## src/rtl/tiny16_pkg.sv

```systemverilog
// Shared tiny16 core types: ALU operation/flag types, branch conditions,
// writeback entries and the writeback skid-buffer state.
package tiny16_pkg;

  localparam int TINY_DATA_W = 16;
  localparam int TINY_RD_W   = 3;

  typedef enum logic [3:0] {
    ALU_ADD,
    ALU_SUB,
    ALU_AND,
    ALU_OR,
    ALU_XOR,
    ALU_NOT,
    ALU_SHL,
    ALU_SHR,
    ALU_PASS
  } ALUOp;

  typedef struct packed {
    logic z;
    logic c;
    logic n;
    logic v;
  } ALUFlags;

  typedef enum logic [2:0] {
    COND_ALWAYS = 3'd0,
    COND_EQ     = 3'd1,
    COND_NE     = 3'd2,
    COND_CS     = 3'd3,
    COND_CC     = 3'd4,
    COND_MI     = 3'd5,
    COND_VS     = 3'd6,
    COND_LT     = 3'd7
  } BranchCond;

  typedef struct packed {
    logic [TINY_DATA_W-1:0] data;
    logic [TINY_RD_W-1:0]   rd;
  } WbEntry;

  typedef enum logic [1:0] {
    BUF_EMPTY,
    BUF_ONE,
    BUF_FULL
  } BufState;

  function automatic logic cond_met(input BranchCond cond, input ALUFlags f);
    logic met;
    met = 1'b0;
    case (cond)
      COND_ALWAYS: met = 1'b1;
      COND_EQ:     met = f.z;
      COND_NE:     met = ~f.z;
      COND_CS:     met = f.c;
      COND_CC:     met = ~f.c;
      COND_MI:     met = f.n;
      COND_VS:     met = f.v;
      COND_LT:     met = f.n ^ f.v;
      default:     met = 1'b0;
    endcase
    return met;
  endfunction

endpackage

```

## src/rtl/skid_buffer.sv

```systemverilog
// Two-entry (main + skid) valid/ready buffer with a registered push_ready,
// so the upstream ready never depends combinationally on pop_ready.
module skid_buffer
  import tiny16_pkg::*;
#(
  parameter int WIDTH = $bits(WbEntry)
) (
  input  logic             clk,
  input  logic             rst,
  input  logic             flush,
  input  logic             push_valid,
  output logic             push_ready,
  input  logic [WIDTH-1:0] push_data,
  output logic             pop_valid,
  input  logic             pop_ready,
  output logic [WIDTH-1:0] pop_data
);

  BufState          state;
  BufState          state_next;
  logic [WIDTH-1:0] main_q;
  logic [WIDTH-1:0] skid_q;
  logic             ready_q;
  logic             push;
  logic             pop;

  assign push = push_valid & ready_q & ~flush;
  assign pop  = pop_valid & pop_ready;

  // ready_q mirrors "not full" one cycle ahead so it is a plain flop output.
  always_ff @(posedge clk) begin
    if (rst) begin
      state   <= BUF_EMPTY;
      ready_q <= 1'b1;
    end else begin
      state   <= state_next;
      ready_q <= (state_next != BUF_FULL);
    end
  end

  always_comb begin
    state_next = state;
    if (flush) begin
      state_next = BUF_EMPTY;
    end else begin
      case (state)
        BUF_EMPTY: begin
          if (push) state_next = BUF_ONE;
        end
        BUF_ONE: begin
          if (push && !pop)      state_next = BUF_FULL;
          else if (!push && pop) state_next = BUF_EMPTY;
        end
        BUF_FULL: begin
          if (pop) state_next = BUF_ONE;
        end
        default: state_next = BUF_EMPTY;
      endcase
    end
  end

  always_comb begin
    pop_valid  = (state != BUF_EMPTY);
    push_ready = ready_q;
    pop_data   = main_q;
  end

  // main_q only changes when the head is consumed or the buffer was empty,
  // keeping the head stable while stalled.
  always_ff @(posedge clk) begin
    if (rst) begin
      main_q <= '0;
      skid_q <= '0;
    end else if (!flush) begin
      case (state)
        BUF_EMPTY: begin
          if (push) main_q <= push_data;
        end
        BUF_ONE: begin
          if (push) begin
            if (pop) main_q <= push_data;
            else     skid_q <= push_data;
          end
        end
        BUF_FULL: begin
          if (pop) main_q <= skid_q;
        end
        default: ;
      endcase
    end
  end

endmodule

```

## src/rtl/ex_wb_stage.sv

```systemverilog
// Execute/writeback stage: architectural flag register, conditional branch
// resolution and a skid-buffered path to register-file writeback.
module ex_wb_stage
  import tiny16_pkg::*;
#(
  parameter int DATA_W = TINY_DATA_W,
  parameter int RD_W   = TINY_RD_W
) (
  input  logic              clk,
  input  logic              rst,
  input  logic              in_valid,
  output logic              in_ready,
  input  logic [DATA_W-1:0] in_d,
  input  logic [3:0]        in_flags,
  input  logic              in_flags_en,
  input  logic [RD_W-1:0]   in_rd,
  input  logic              in_wb_en,
  input  logic              in_is_branch,
  input  logic [2:0]        in_cond,
  input  logic [DATA_W-1:0] in_target,
  input  logic              flush,
  output logic              out_valid,
  input  logic              out_ready,
  output logic [DATA_W-1:0] out_data,
  output logic [RD_W-1:0]   out_rd,
  output logic              out_wb_en,
  output logic [3:0]        flags_q,
  output logic              br_taken,
  output logic [DATA_W-1:0] br_target
);

  ALUFlags           flags_r;
  logic              br_taken_r;
  logic [DATA_W-1:0] br_target_r;
  logic              buf_ready;
  logic              buf_valid;
  logic              accept;
  logic              enq;
  WbEntry            enq_entry;
  WbEntry            head_entry;

  // Every entry, including branches and no-writeback entries, is gated by the
  // buffer's ready so acceptance stays a single registered condition.
  assign accept    = in_valid & buf_ready & ~flush;
  assign enq       = accept & ~in_is_branch & in_wb_en;
  assign enq_entry = '{data: in_d, rd: in_rd};

  skid_buffer #(
    .WIDTH($bits(WbEntry))
  ) u_skid (
    .clk        (clk),
    .rst        (rst),
    .flush      (flush),
    .push_valid (enq),
    .push_ready (buf_ready),
    .push_data  (enq_entry),
    .pop_valid  (buf_valid),
    .pop_ready  (out_ready),
    .pop_data   (head_entry)
  );

  // The branch reads flags_r before this edge, so an immediately preceding
  // flag-setting entry is already visible to it.
  always_ff @(posedge clk) begin
    if (rst) begin
      flags_r     <= '0;
      br_taken_r  <= 1'b0;
      br_target_r <= '0;
    end else begin
      br_taken_r <= accept & in_is_branch & cond_met(BranchCond'(in_cond), flags_r);
      if (accept && in_is_branch) begin
        br_target_r <= in_target;
      end
      if (accept && !in_is_branch && in_flags_en) begin
        flags_r <= ALUFlags'(in_flags);
      end
    end
  end

  always_comb begin
    in_ready  = buf_ready;
    out_valid = buf_valid;
    out_data  = head_entry.data;
    out_rd    = head_entry.rd;
    out_wb_en = buf_valid;
    flags_q   = flags_r;
    br_taken  = br_taken_r;
    br_target = br_target_r;
  end

endmodule

```

## config.mk

```make
export PLATFORM = sky130hd
export DESIGN_NAME = ex_wb_stage
export DESIGN_NICKNAME = d
export VERILOG_FILES = /design/src/rtl/tiny16_pkg.sv /design/src/rtl/skid_buffer.sv /design/src/rtl/ex_wb_stage.sv
export SDC_FILE = /design/constraint.sdc
export NUM_CORES = 1
export LEC_CHECK = 0
export ABC_CLOCK_PERIOD_IN_PS = 1900
export CAP_MARGIN = 40
export CORE_MARGIN = 2
export CORE_UTILIZATION = 30
export CTS_CLUSTER_SIZE = 20
export DETAILED_ROUTE_END_ITERATION = 16
export GPL_TIMING_DRIVEN = 0
export PLACE_DENSITY_LB_ADDON = 0.2
export SYNTH_ARGS = -nofsm -noshare
export SYNTH_HDL_FRONTEND = slang
export SYNTH_SLANG_ARGS = --single-unit
```

## constraint.sdc

```tcl
create_clock -name clk -period 1.9 [get_ports clk]
set_clock_uncertainty 0.1 [all_clocks]
set_input_delay 0.38 -clock clk [delete_from_list [all_inputs] [get_ports clk]]
set_output_delay 0.38 -clock clk [all_outputs]
set_load 0.05 [all_outputs]
```

### Word-level counts from Yosys, hierarchy flattened

Index checks and enable logic that the tools add are counted.

| word-level totals | value |
|---|---|
| memory bits (writable) | 0 |
| memories kept | 0 |
| register bits after elaboration | 62 |
| bits in read-only memories | 0 |
| word-level logic and storage cells | 66 |
| latch bits | 0 |

| operators by class | value |
|---|---|
| bitwise operators | 15 |
| multiply operators | 0 |
| equality and inequality tests | 14 |
| add/sub/neg operators | 0 |
| shift operators | 0 |
| reductions and logical operators | 14 |
| muxes and demuxes | 13 |
| magnitude comparators | 0 |
| div/mod/pow operators | 0 |

Operators by type and width:

| operator | number |
|---|---|
| 19-bit 2-to-1 mux | 4 |
| 19-bit case mux with 3 select lines | 1 |
| 3-bit == test, second input constant | 4 |
| 2-bit 2-to-1 mux | 5 |
| 1-bit bitwise AND | 9 |
| 2-bit by 1-bit != test with 1-bit output, second input constant | 4 |
| 1-bit case mux with 8 select lines | 1 |
| 3-bit by 2-bit == test with 1-bit output, second input constant | 2 |
| 2-bit case mux with 3 select lines | 1 |
| 6-bit AND reduction | 1 |
| 1-bit logical AND | 5 |
| 1-bit NOT | 5 |
| 4-bit AND reduction | 1 |
| 3-bit by 1-bit == test with 1-bit output, second input constant | 1 |
| 1-bit zero test | 3 |
| 3-bit zero test | 1 |
| 3-bit nonzero test | 1 |
| 2-bit by 1-bit == test with 1-bit output, second input constant | 1 |
| 2-bit == test, second input constant | 1 |
| 2-bit zero test | 1 |
| 2-bit != test, second input constant | 1 |
| 2-bit nonzero test | 1 |
| 1-bit 2-to-1 mux | 1 |
| 1-bit bitwise XOR | 1 |

### Depth between registers and ports, before layout

| depth | value |
|---|---|
| depth after elaboration | 13 |
| depth in mapped cells | 7 |
| mapped depth without buffers | 4 |

### Hierarchy

A second synthesis with hierarchy kept.

| unflattened totals | value |
|---|---|
| cell total of the unflattened synthesis | 287 |
| area, all modules | 2672.6 µm² |

By module, submodules not included:

| module | area each (µm²) | cells each | instances | seq. area each (µm²) |
|---|---|---|---|---|
| skid_buffer | 1742.9 | 186 | 1 | 820.8 |
| ex_wb_stage | 929.6 | 101 | 1 | 420.4 |

### Worst setup path before layout

OpenSTA, ideal clock, no wires.

| timing path | value |
|---|---|
| kind | register to register |
| from | register u_skid.ready_q, in the netlist u_skid.push_ready |
| to | register u_skid.skid_q[0] |
| path buffers | 2 |
| arrival | 1.848 ns |
| setup time | 0.128 ns |
| path slack | -0.176 ns |
| stages on the path, launching flop included | 7 |
| period minus slack after synthesis | 2.076 ns |
| cell sequence | dfxtp_1 > nand3b_1 > or4_1 > buf_6 > buf_6 > mux2i_1 > nor2_1 |

| between the ends | value |
|---|---|
| word-level cells in the longest chain between the ends | 7 |

RTL lines:

| item | RTL line | RTL |
|---|---|---|
| start, declared | skid_buffer.sv:23 | `logic ready_q;` |
| start signal, assigned | skid_buffer.sv:37 | `ready_q <= (state_next != BUF_FULL);` |
| 1-bit bitwise AND (2 in a row) | ex_wb_stage.sv:44 | `assign accept = in_valid & buf_ready & ~flush;` |
| 1-bit bitwise AND (2 in a row) | ex_wb_stage.sv:45 | `assign enq = accept & ~in_is_branch & in_wb_en;` |
| 1-bit bitwise AND * (2 in a row) | skid_buffer.sv:27 | `assign push = push_valid & ready_q & ~flush;` |
| 4-bit AND reduction (no line) * | -- |  |
| end signal, assigned | skid_buffer.sv:82 | `else skid_q <= push_data;` |
| end, declared | skid_buffer.sv:22 | `logic [WIDTH-1:0] skid_q;` |

Mark *: on every way between the ends. The rest lies on a longest branch, timed or not.
A chain may end at the register's enable or synchronous reset.

### Final worst setup path

| timing path | value |
|---|---|
| from | input in_wb_en |
| to | register u_skid.main_q[14], in the netlist u_skid.pop_data[14] |

| between the ends | value |
|---|---|
| word-level cells in the longest chain between the ends | 5 |
| elaborated cells on any way between the ends | 6 |
| classes of those cells | eq/ne (2); bitwise (3); reduce/logical (1) |

RTL lines:

| item | RTL line | RTL |
|---|---|---|
| start, declared | ex_wb_stage.sv:17 | `input logic in_wb_en,` |
| 1-bit bitwise AND * | ex_wb_stage.sv:45 |  |
| 1-bit bitwise AND * (2 in a row) | skid_buffer.sv:27 |  |
| 2-bit by 1-bit != test with 1-bit output (no line) | -- |  |
| 6-bit AND reduction (no line) * | -- |  |
| end signal, assigned | skid_buffer.sv:77 | `if (push) main_q <= push_data;` |
| end signal, assigned | skid_buffer.sv:81 | `if (pop) main_q <= push_data;` |
| end signal, assigned | skid_buffer.sv:86 | `if (pop) main_q <= skid_q;` |
| end, declared | skid_buffer.sv:21 | `logic [WIDTH-1:0] main_q;` |

Marked as above.

==> results.json <==
{
  "status": "finished, final reports clean",
  "finalHoldViolCount": 0,
  "synth_edf_count": 0,
  "tns_ps": 0,
  "wl_met1_um": 3110,
  "detailed_place_hpwl_um": 4770,
  "synthFlopType": "dfxtp_1",
  "wl_met3_um": 501,
  "synthDistinctLibCells": 28,
  "fp.dieW_um": 95.5,
  "cp-end-kind": "flip-flop",
  "async_reset_ff_share_pct": 0,
  "syn_avg_cell_area_um2": 9.37,
  "die_y_um": 95.5,
  "area_growth_pct": 53.9,
  "ys_seq_area_share_pct": 49.4,
  "p_per_area_nw_per_um2": 763,
  "synthCells": 268,
  "seqCellArea_um2": 1240,
  "dpl_cell_area_um2": 3550,
  "vias": 2318,
  "grt_start_max_net_pins": 20,
  "numCtsBuffers": 9,
  "worst_slew_pin_slew_ps": 578,
  "grt_pass1_vias": 2265,
  "die_area_um2": 9120,
  "grt_usage_pct": 15.8,
  "portBuffers": 91,
  "peakVddDrop_mv": 0.481,
  "slew_viol_final": 0,
  "h-tree-depth": 3,
  "cp.required_ps": 2000,
  "cp_slowest_cell": "clkdlybuf4s50_1",
  "drt_iter0_drc": 57,
  "postRouteAntennaNets": 0,
  "routed_via_density": 4.74,
  "clk_latency_ps": 340,
  "holdCritPathClass": "input pin to flip-flop",
  "drv_cap": 0,
  "rows": 33,
  "start_util_pct": 30.7,
  "cp_max_fo": 10,
  "io_pins": 93,
  "cp.arrival_ps": 1960,
  "design_area_um2": 3860,
  "top_layer": "met4",
  "nNetsFinal": 429,
  "worst-path-buf-inv": 4,
  "root_buffer": "clkbuf_8",
  "finalCritPeriodShare_pct": 98.0,
  "wirelength_um": 7000,
  "fillers": 836,
  "crit_chain": "clkdlybuf4s50_1 -> nand3b_1 -> buf_4 -> o31ai_4 -> and2_4 -> buf_6 -> buf_8 -> a211oi_1",
  "cts_tree": "built",
  "grt_antenna_before_repair": 0,
  "dr_wl_met2_um": 3320,
  "synth_nets": 318,
  "fmax_mhz": 537,
  "power.leakage_nw": 1.90,
  "clk_path_buf_depth": 2,
  "critical_path_class": "input pin to flip-flop",
  "ys_ff_latch": 62,
  "gp_congestion": 0.758,
  "multiInputGateArea_um2": 1200,
  "slew_headroom_pct": 61.4,
  "netlist_area_um2": 2510,
  "setup_violations": 0,
  "grt_overflow_total": 0,
  "grt_pass1_wl_um": 10800,
  "drcViolationCount": 0,
  "drtPass1Iterations": 4,
  "ctsHoldBuffers": 0,
  "setup.worst_path.start_class": "input pin",
  "path_clk_slew_ps": 60,
  "core_area_um2": 8180,
  "synth_warnings": 0,
  "slowest_delay_ps": 450,
  "wl_per_cell_um": 14.3,
  "drive_gt1_share_pct": 13.0,
  "period_minus_slack_ps": 1860,
  "cts.sinks": 62,
  "diodes": 0,
  "cp_top_family": "buffers and inverters"
}
[metal layers]
layer / track usage [%] / up-vias
met2: 26.9 / 73
met1: 18.5 / 1083
met4: 5.00 / 0
met5: 0 / -
met3: 5.61 / 7
li1: - / 1155
[synthesized netlist by cell type, types with 2 or more instances]
library cell / n / area share (%)
clkbuf_1: 11 / 1.6
nor2_1: 24 / 3.6
a21oi_1: 38 / 7.6
or4_1: 2 / 0.60
or2_2: 2 / 0.50
dfxtp_1: 62 / 49
nand2_1: 34 / 5.1
a211oi_1: 20 / 6.0
buf_2: 8 / 1.6
nand2b_1: 3 / 0.75
mux2i_1: 43 / 17
buf_6: 2 / 0.90
nor2b_1: 2 / 0.50
nor3_1: 3 / 0.60
[placed cells by master (no fill, tap or decap), types with 3 or more instances in the layout]
cell type / synthesis / routed
nor3_1: 3 / 3
clkbuf_1: 11 / 12
nor2_1: 24 / 24
dlygate4sd2_1: 0 / 42
buf_4: 1 / 13
buf_2: 8 / 3
a21oi_1: 38 / 37
dlymetal6s2s_1: 0 / 3
a211oi_1: 20 / 18
mux2i_1: 43 / 43
dfxtp_1: 62 / 60
clkdlybuf4s50_1: 0 / 44
nand2_1: 34 / 34
clkbuf_8: 0 / 10
[logic make-up after synthesis]
kind of cell / count (synthesis) / synth area share [%]
AND/OR/NAND/NOR: 76 / 13.2
flip-flops: 62 / 49.4
AO/OA/AOI/OAI: 61 / 14.5
multiplexers: 44 / 17.6
buffers and inverters: 23 / 4.58
XOR/XNOR: 2 / 0.698
[flip-flops by register name, indices dropped and copies added, names as in the netlist]
signal,flops
u_skid.push_ready,1
flags_q,4
u_skid.pop_data,19
br_target,16
u_skid.skid_q,19
br_taken,1
u_skid.state,2
[power breakdown]
part / total, mW / internal (mW) / leakage (nW) / switching [mW]
Clock: 1.26 / 0.771 / 0.110 / 0.489
Sequential: 1.33 / 1.32 / 0.501 / 0.0117
Combinational: 0.354 / 0.160 / 1.28 / 0.194
Total: 2.95 / 2.25 / 1.90 / 0.694
[final cells by class]
type	count	area share, %
buffer	20	3.30
clock buffer	12	3.76
clock inverter	4	1.81
inverter	1	0.0972
multi-input combinational	183	31.2
sequential	62	32.2
tap	105	3.40
timing repair buffer	102	24.3
[what timing repair did]
item	CTS	global route
pin swaps	0	3
cloned	0	2
setup buffers	5	4
gates resized for setup	51	24
endpoints found under the setup margin	73	50
[per-stage QoR]
stage          utilization [%]  worst slack [ps]  hold slack (ps)  std cells  power, mW
5_1_grt                   47.3             -29.5              238        489       3.08
4_1_cts                   46.0             -67.1              355        484       2.99
2_1_floorplan                -              19.2              358        268       1.53
3_5_place_dp              43.5              -518              349        464       1.72
6_report                  47.3              38.8              238        489       2.95
3_3_place_gp              43.5              -505              342        464       1.71
[worst paths after layout]
check | to | start | slack [ps] | depth (start not counted)
max | u_skid.pop_data[14] | in_wb_en | 40 | 8
min | u_skid.state[1] | out_ready | 240 | 2
max reg2reg | u_skid.pop_data[11] | u_skid.state[0] | 150 | 7
min reg2reg | br_target[8] | br_target[8] | 350 | 2
Note: power is estimated with default switching activity, not from simulation.
